**src/rtl/uart_rx.sv**
```systemverilog
// 8N1 UART receiver with a 2-flop input synchronizer, mid-bit sampling and a
// one-entry valid/ready holding register with framing-error and overrun pulses.
module uart_rx #(
  parameter int CLKS_PER_BIT = 1085
) (
  input  logic       clk,
  input  logic       rst_n,
  input  logic       rx_phy,
  output logic [7:0] rx_data,
  output logic       rx_valid,
  input  logic       rx_ready,
  output logic       rx_busy,
  output logic       frame_err,
  output logic       overrun
);

  localparam int CW = $clog2(CLKS_PER_BIT);
  localparam logic [CW-1:0] HALF_C = CW'((CLKS_PER_BIT - 1) / 2);
  localparam logic [CW-1:0] LAST_C = CW'(CLKS_PER_BIT - 1);

  typedef enum logic [2:0] {
    IDLE      = 3'd0,
    START     = 3'd1,
    DATA      = 3'd2,
    STOP      = 3'd3,
    WAIT_IDLE = 3'd4
  } state_t;

  logic [1:0]    sync_r;
  logic          rxs_s;
  state_t        state_r, state_s;
  logic [CW-1:0] cnt_r, cnt_s;
  logic [2:0]    idx_r, idx_s;
  logic [7:0]    shift_r, shift_s;
  logic          deliver_s;
  logic          ferr_s;

  assign rxs_s = sync_r[1];

  // Synchronize the asynchronous serial line; idle-high reset avoids a false start.
  always_ff @(posedge clk or negedge rst_n) begin
    if (!rst_n) begin
      sync_r <= 2'b11;
    end else begin
      sync_r <= {sync_r[0], rx_phy};
    end
  end

  // FSM and datapath state registers.
  always_ff @(posedge clk or negedge rst_n) begin
    if (!rst_n) begin
      state_r <= IDLE;
      cnt_r   <= '0;
      idx_r   <= 3'd0;
      shift_r <= 8'h00;
    end else begin
      state_r <= state_s;
      cnt_r   <= cnt_s;
      idx_r   <= idx_s;
      shift_r <= shift_s;
    end
  end

  // Next-state logic: start bit checked at half period, later bits one full period apart.
  always_comb begin
    state_s   = state_r;
    cnt_s     = cnt_r;
    idx_s     = idx_r;
    shift_s   = shift_r;
    deliver_s = 1'b0;
    ferr_s    = 1'b0;
    case (state_r)
      IDLE: begin
        if (!rxs_s) begin
          cnt_s   = '0;
          state_s = START;
        end else begin
          state_s = IDLE;
        end
      end
      START: begin
        if (cnt_r == HALF_C) begin
          if (!rxs_s) begin
            cnt_s   = '0;
            idx_s   = 3'd0;
            state_s = DATA;
          end else begin
            state_s = IDLE;
          end
        end else begin
          cnt_s = cnt_r + CW'(1);
        end
      end
      DATA: begin
        if (cnt_r == LAST_C) begin
          shift_s = {rxs_s, shift_r[7:1]};
          cnt_s   = '0;
          idx_s   = idx_r + 3'd1;
          if (idx_r == 3'd7) begin
            state_s = STOP;
          end else begin
            state_s = DATA;
          end
        end else begin
          cnt_s = cnt_r + CW'(1);
        end
      end
      STOP: begin
        if (cnt_r == LAST_C) begin
          if (rxs_s) begin
            deliver_s = 1'b1;
            state_s   = IDLE;
          end else begin
            ferr_s  = 1'b1;
            state_s = WAIT_IDLE;
          end
        end else begin
          cnt_s = cnt_r + CW'(1);
        end
      end
      WAIT_IDLE: begin
        if (rxs_s) begin
          state_s = IDLE;
        end else begin
          state_s = WAIT_IDLE;
        end
      end
      default: begin
        state_s = IDLE;
      end
    endcase
  end

  // Holding register, handshake and status pulses; a full register drops the new byte.
  always_ff @(posedge clk or negedge rst_n) begin
    if (!rst_n) begin
      rx_data   <= 8'h00;
      rx_valid  <= 1'b0;
      rx_busy   <= 1'b0;
      frame_err <= 1'b0;
      overrun   <= 1'b0;
    end else begin
      rx_busy   <= (state_s != IDLE);
      frame_err <= ferr_s;
      overrun   <= 1'b0;
      if (deliver_s) begin
        if (!rx_valid || rx_ready) begin
          rx_data  <= shift_r;
          rx_valid <= 1'b1;
        end else begin
          overrun <= 1'b1;
        end
      end else if (rx_valid && rx_ready) begin
        rx_valid <= 1'b0;
      end else begin
        rx_valid <= rx_valid;
      end
    end
  end

endmodule

```
**config.mk**
```make
export PLATFORM = sky130hd
export DESIGN_NAME = uart_rx
export DESIGN_NICKNAME = d
export VERILOG_FILES = /design/src/rtl/uart_rx.sv
export SDC_FILE = /design/constraint.sdc
export NUM_CORES = 1
export LEC_CHECK = 0
export BUFFER_PORTS_ARGS = -buffer_cell sky130_fd_sc_hd__buf_2
export CAP_MARGIN = 20
export CORE_UTILIZATION = 58
export CTS_CLUSTER_DIAMETER = 80
export DETAILED_ROUTE_END_ITERATION = 10
export MAX_ROUTING_LAYER = met4
export PLACE_DENSITY = 0.82
export SYNTH_ARGS = -nofsm -noshare
export SYNTH_HDL_FRONTEND = slang
export SYNTH_SLANG_ARGS = --single-unit
```
**constraint.sdc**
```tcl
create_clock -name clk -period 2.5 [get_ports clk]
set_input_delay 0.5 -clock clk [delete_from_list [all_inputs] [get_ports clk]]
set_output_delay 0.5 -clock clk [all_outputs]
set_load 0.02 [all_outputs]
```
==> results.yml, run 1 <==
drt:
  wl_per_cell_um: 15.38
  num_vias: 1316
  drt-vias-per-instance: 5.955
  first_pass_iters: 4
  drtIter0Drc: 73
  wirelength_um: 3398
  drc: 0
  ant_nets: 0
critical_path:
  cp.required_ps: 2800
  cp_top_family: "compound AO/OA/AOI/OAI gates"
  r2r_slack_ps: 270
  critPathKind: "reg -> reg"
  r2r-end: "cnt_r[10]"
  reg2reg_depth: 7
  r2r_start: "cnt_r[0]"
  cp.arrival_ps: 2530
  path_cells: "inv_1 -> ha_1 -> and4b_1 -> and4_4 -> a2111o_1 -> a2111oi_0 -> a21o_1"
  cp.buffers_inverters: 1
  cp_slowest_cell: "a2111oi_0"
  crit_path_end_kind: "flip-flop"
  worstPathMaxFanout: 11
  critPathMaxStageDelay_ps: 470
  start_kind: "flip-flop"
min_path:
  min_from: "rx_phy"
  worst_hold_path.endpoint: "sync_r[0]"
  min_path_cells: 1
  hp-class: "in -> reg"
die:
  die_w_um: 58.92
  die_y_um: 58.92
  rows: 20
  initial_core_util: 0.6156
  core_mm2: 0.003053
  die_area_mm2: 0.003472
  io-pin-count: 16
place:
  dp_cells: 213
  dp_slack_ps: 315.9
  gp_congestion: 0.8569
  place_hpwl_um: 2367
  portBuffers: 15
grt:
  antenna_found_initial: 0
  grt.overflow.total: 0
  grt_max_degree: 40
  grt_pass1_vias: 1309
  track_usage: 0.2315
  grt_pass1_wl_um: 5761
logic_synthesis:
  syn_area_mm2: 0.001879
  synth_nets: 166
  synth_top_area_frac: 0.4927
  ys_seq_area_frac: 0.5206
  ys_ff_latch: 39
  async_reset_ff_frac: 1.000
  syn_inst: 157
  avgSynthCellArea_um2: 11.97
  synth.largest_area_cell: "dfrtp_1"
  synth_area_leaders: "dfrtp_1 49%, mux2_2 7.2%, mux2_1 3.6%, ha_1 3.3%, a211o_1 3.3%"
  synthFlopType: "dfrtp_1"
  synth_edf_count: 0
  ys_types: 40
  yosysWarnings: 0
clock_tree:
  tritoncts: "built"
  cts.repair.resized: 0
  insertion_delay_ps: 350
  postCtsHoldBufs: 0
  cts_buffers: 5
  cts_max_level: 2
  cts_setup_buffers: 0
  clockBufferDepth: 2
  clk_pin_slew_worst_paths_ps: 120
  cts-root-buf: "clkbuf_4"
  cts.sinks: 39
final_layout:
  drive_gt1_frac: 0.2542
  multi_input_comb_area_um2: 855.8
  final_common_cell: "dfrtp_1"
  fillers: 230
  layout_common_cells: "37 x dfrtp_1, 15 x buf_2, 12 x mux2_2, 11 x nand2_1, 9 x and3_1"
  final_cells: 221
  regArea_um2: 978.4
  area_delta_synth_final_pct: 9.321
  n_antenna_cell: 0
  nets: 185
power_and_ir_drop:
  internal_power_mw: 0.7746
  p_clk_frac: 0.351
  p_leak_nw: 1.053
  peakVddDrop_mv: 0.4124
  switching_share: 0.2276
  p_comb_frac: 0.015
  cellPowerDensity_mw_per_mm2: 488.1
  switchingPower_mw: 0.2282
  p_seq_frac: 0.634
sta:
  rsz0062_at_grt: "false"
  fmax_mhz: 448.0
  slew_violations: 0
  final_hold_viol_count: 0
  min_period_ps: 2232
  tightest_slew_ps: 848.8
  setup_ws_ps: 268.1
  tns_ps: 0
  setup_viol: 0
  relSlewSlack: 0.4341
  fin_skew_ps: 5.781
  final.period_utilization: 0.8928
outcome:
  status: "completed"
flow_run:
  maxCapViolCount: 0
layer usage:
layer / routed length, um / GRT usage / vias to the layer above
li1: - / - / 626
met1: 1458 / 0.2809 / 630
met2: 1628 / 0.3523 / 49
met3: 221 / 0.07253 / 11
met4: 89 / 0.1088 / 0
met5: 0 / - / -
power groups by stage:
| stage | sequential (mW) | combinational, mW | clock (mW) |
|---|---|---|---|
| 2_1_floorplan | 0.647 | 0.00128 | 0 |
| 3_3_place_gp | 0.648 | 0.0151 | 0 |
| 3_5_place_dp | 0.648 | 0.0158 | 0 |
| 4_1_cts | 0.636 | 0.0158 | 0.359 |
| 5_1_grt | 0.637 | 0.0179 | 0.388 |
| 6_report | 0.636 | 0.0149 | 0.352 |
synthesized netlist by cell type, types with 2 or more instances:
library cell / number
nor4_1: 2
dfrtp_1: 37
buf_6: 2
mux2_1: 6
a22o_1: 3
nand3_1: 5
or3_1: 3
dfstp_2: 2
ha_1: 5
clkbuf_1: 2
a21oi_1: 4
mux2_2: 12
nor2_1: 6
nand2b_1: 4
o21ai_0: 3
and3_1: 9
nor3b_1: 2
nor2b_1: 2
nor3_1: 7
and2_1: 2
nand4_1: 2
inv_1: 2
a211o_1: 7
a21o_1: 2
nand2_1: 11
worst max path at each step:
stage	start	end	slack, ps	cells after the start
finish	cnt_r[0]	cnt_r[10]	270	7
global route	cnt_r[1]	cnt_r[10]	120	7
CTS	cnt_r[0]	cnt_r[10]	290	7
detailed placement	cnt_r[0]	cnt_r[10]	320	7
global placement	cnt_r[0]	cnt_r[10]	470	7
floorplan	cnt_r[0]	cnt_r[9]	620	8
logic make-up after synthesis:
logic type               share of synthesized area
adder cells (fa/ha/maj)                    0.03329
AO/OA/AOI/OAI                               0.1198
AND/OR/NAND/NOR                             0.1944
multiplexers                                0.1079
flip-flops                                  0.5206
buffers and inverters                      0.02397
sequential cells by signal, summed over array words and instances, names as in the netlist:
| name | count |
|---|---|
| cnt_r | 11 |
| frame_err | 1 |
| idx_r | 3 |
| overrun | 1 |
| rx_busy | 1 |
| rx_data | 8 |
| rx_valid | 1 |
| shift_r | 8 |
| state_r | 3 |
| sync_r | 2 |
area by class of cell:
cell class	instances	area share
clock inverter	2	0.007917
multi-input combinational	111	0.4166
clock buffer	6	0.02497
tap	44	0.02680
sequential	39	0.4762
timing repair buffer	17	0.04385
inverter	2	0.003654
worst reg2reg max path: cells and delay by family, from the launching register on:
kind	cells	cell delay [ps]
buf+inv	1	90
compound gates	3	1050
flops	1	390
simple gates	2	450
fa+ha+maj	1	190
metrics by stage:
step | hold slack [ps] | utilization | cell area [um^2] | power, mW
floorplan | 204.4 | - | 1879 | 0.6485
detailed placement | 351.5 | 0.6508 | 1987 | 0.6641
finish | 229.7 | 0.6730 | 2054 | 1.003
CTS | 218.6 | 0.6730 | 2054 | 1.011
global placement | 345.8 | 0.6508 | 1987 | 0.6632
global route | 194.0 | 0.6730 | 2054 | 1.043
(Power assumes the default switching activity.)
==> run 2, diff against run 1 <==
==> config.mk (replaced) <==
export PLATFORM = sky130hd
export DESIGN_NAME = uart_rx
export DESIGN_NICKNAME = d
export VERILOG_FILES = /design/src/rtl/uart_rx.sv
export SDC_FILE = /design/constraint.sdc
export NUM_CORES = 1
export LEC_CHECK = 0
export CAP_MARGIN = 20
export CORE_UTILIZATION = 60
export CTS_CLUSTER_DIAMETER = 80
export DETAILED_ROUTE_END_ITERATION = 10
export DONT_BUFFER_PORTS = 1
export MAX_ROUTING_LAYER = met4
export PLACE_DENSITY = 0.8
export SYNTH_ARGS = -nofsm -noshare
export SYNTH_HDL_FRONTEND = slang
export SYNTH_SLANG_ARGS = --single-unit
==> results.yml, run 2 (synthesized netlist as in run 1, its figures left out) <==
die:
  core_mm2: 0.002853
  rows: 19
  die_w_um: 57.97
  initial_core_util: 0.6588
  io-pin-count: 16
  die_y_um: 57.97
  die_area_mm2: 0.003360
critical_path:
  cp.required_ps: 2780
  worstPathMaxFanout: 11
  cp.arrival_ps: 2470
  crit_start: "cnt_r[0]"
  crit_path_end_kind: "flip-flop"
  r2r_start: "cnt_r[0]"
  start_kind: "flip-flop"
  critPathKind: "reg -> reg"
sta:
  hold_slack_ps: 147.9
  final_hold_viol_count: 0
  fin_skew_ps: 12.55
  setup_viol: 0
  final.period_utilization: 0.8766
  min_period_ps: 2192
  relSlewSlack: 0.7317
  rsz0062_at_grt: "false"
  fmax_mhz: 456.3
  tightest_slew_ps: 392.3
  slew_violations: 0
  tns_ps: 0
place:
  place_hpwl_um: 2296
  gp_congestion: 0.9059
  portBuffers: 0
power_and_ir_drop:
  p_seq_frac: 0.583
  p_leak_nw: 1.005
  internal_power_mw: 0.8750
  peakVddDrop_mv: 0.3896
  p_comb_frac: 0.016
  power_mw: 1.091
  switching_share: 0.1979
  cellPowerDensity_mw_per_mm2: 542.2
  p_clk_frac: 0.401
  switchingPower_mw: 0.2158
drt:
  num_vias: 1293
  wl_per_cell_um: 16.81
  ant_nets: 0
  drtIter0Drc: 68
  drt-vias-per-instance: 6.631
  first_pass_iters: 7
  drc: 2
  wirelength_um: 3278
clock_tree:
  insertion_delay_ps: 340
  cts_max_level: 2
  clk_pin_slew_worst_paths_ps: 110
  clockBufferDepth: 2
  cts-root-buf: "clkbuf_4"
  cts_buffers: 5
  cts.sinks: 39
  tritoncts: "built"
final_layout:
  layout_common_cells: "37 x dfrtp_1, 12 x mux2_2, 11 x nand2_1, 9 x and3_1"
  largest_register: "cnt_r"
  drive_gt1_frac: 0.1890
  largest_reg_flops: 11
  largestRegisters: "cnt_r x11, rx_data x8, shift_r x8"
  area_delta_synth_final_pct: 7.057
  utilization: 0.7053
  nets: 172
  final_common_cell: "dfrtp_1"
  fillers: 200
  n_antenna_cell: 0
grt:
  grt_pass1_vias: 1234
  grtUsageMet2: 0.3859
  track_usage: 0.2271
  antenna_found_initial: 0
  grt.overflow.total: 0
  use_met1: 0.2522
  grt_max_degree: 40
  grt_pass1_wl_um: 5499
  busiest_layer: "met2"
  use_met3: 0.06696
outcome:
  violations: "design-rule violations"
  status: "complete, but fails checks"
min_path:
  min_from: "rx_phy"
  hp-class: "in -> reg"
flow_run:
  maxCapViolCount: 0
==> run 2: cell count changes in the layout (fill, tap and decap cells not counted), sizes merged <==
| cell | before | now |
|---|---|---|
| buf | 17 | 3 |
| bufinv | 0 | 1 |
| clkinvlp | 1 | 0 |
| dlygate4sd3 | 0 | 1 |
==> run 2: critical path, cell delays in order (launching register included) <==
cell and delay [ps]:
dfrtp_1 390, inv_1 90, ha_1 190, and4b_1 250, and4_4 210, a2111o_1 450
a2111oi_0 430, a21o_1 130
==> run 2: layer usage <==
layer	wire, um	up-vias
li1	-	601
met1	1352	645
met2	1726	45
met3	180	2
met4	20	0
met5	0	-
==> run 2: final timing paths <==
check | to | slack, ps | cells after the start
min in group asynchronous | cnt_r[3] | 600 | 2
hold / removal | sync_r[0] | 150 | 0
setup reg to reg | cnt_r[10] | 310 | 7
hold reg to reg | sync_r[1] | 360 | 0
setup / recovery | cnt_r[10] | 310 | 7
max in group asynchronous | sync_r[0] | 1630 | 2
==> run 2: cell type report <==
cell class              instances  area, um^2  area share
flip-flops and latches         39       978.4      0.4863
multi-input cells             111       855.8      0.4254
clock buffers                   6       51.30     0.02550
repair buffers                  4       45.04     0.02239
well taps                      31       38.79     0.01928
clock inverters                 2       35.03     0.01741
inverters                       2       7.507    0.003731
==> run 2: what timing repair did <==
| action | CTS | global route |
|---|---|---|
| hold buffers | 2 | 0 |
| resized for setup | 0 | 0 |
| setup buffers | 0 | 0 |
| hold endpoints to repair | 39 | 0 |
==> run 2: power by group through the flow <==
stage / clock network (mW) / logic (mW) / registers, mW
final: 0.437 / 0.0178 / 0.636
after global routing: 0.471 / 0.0210 / 0.636
after floorplan: 0 / 0.00128 / 0.647
after global placement: 0 / 0.00132 / 0.648
after detailed placement: 0 / 0.00139 / 0.648
after CTS: 0.447 / 0.0188 / 0.636
==> run 2: through the flow <==
stage	instance area (um^2)	setup slack, ps	cells
after floorplan	1879	616.1	157
after global placement	1896	463.4	185
after detailed placement	1896	347.5	185
after CTS	2012	322.6	195
after global routing	2012	156.0	195
final	2012	308.4	195
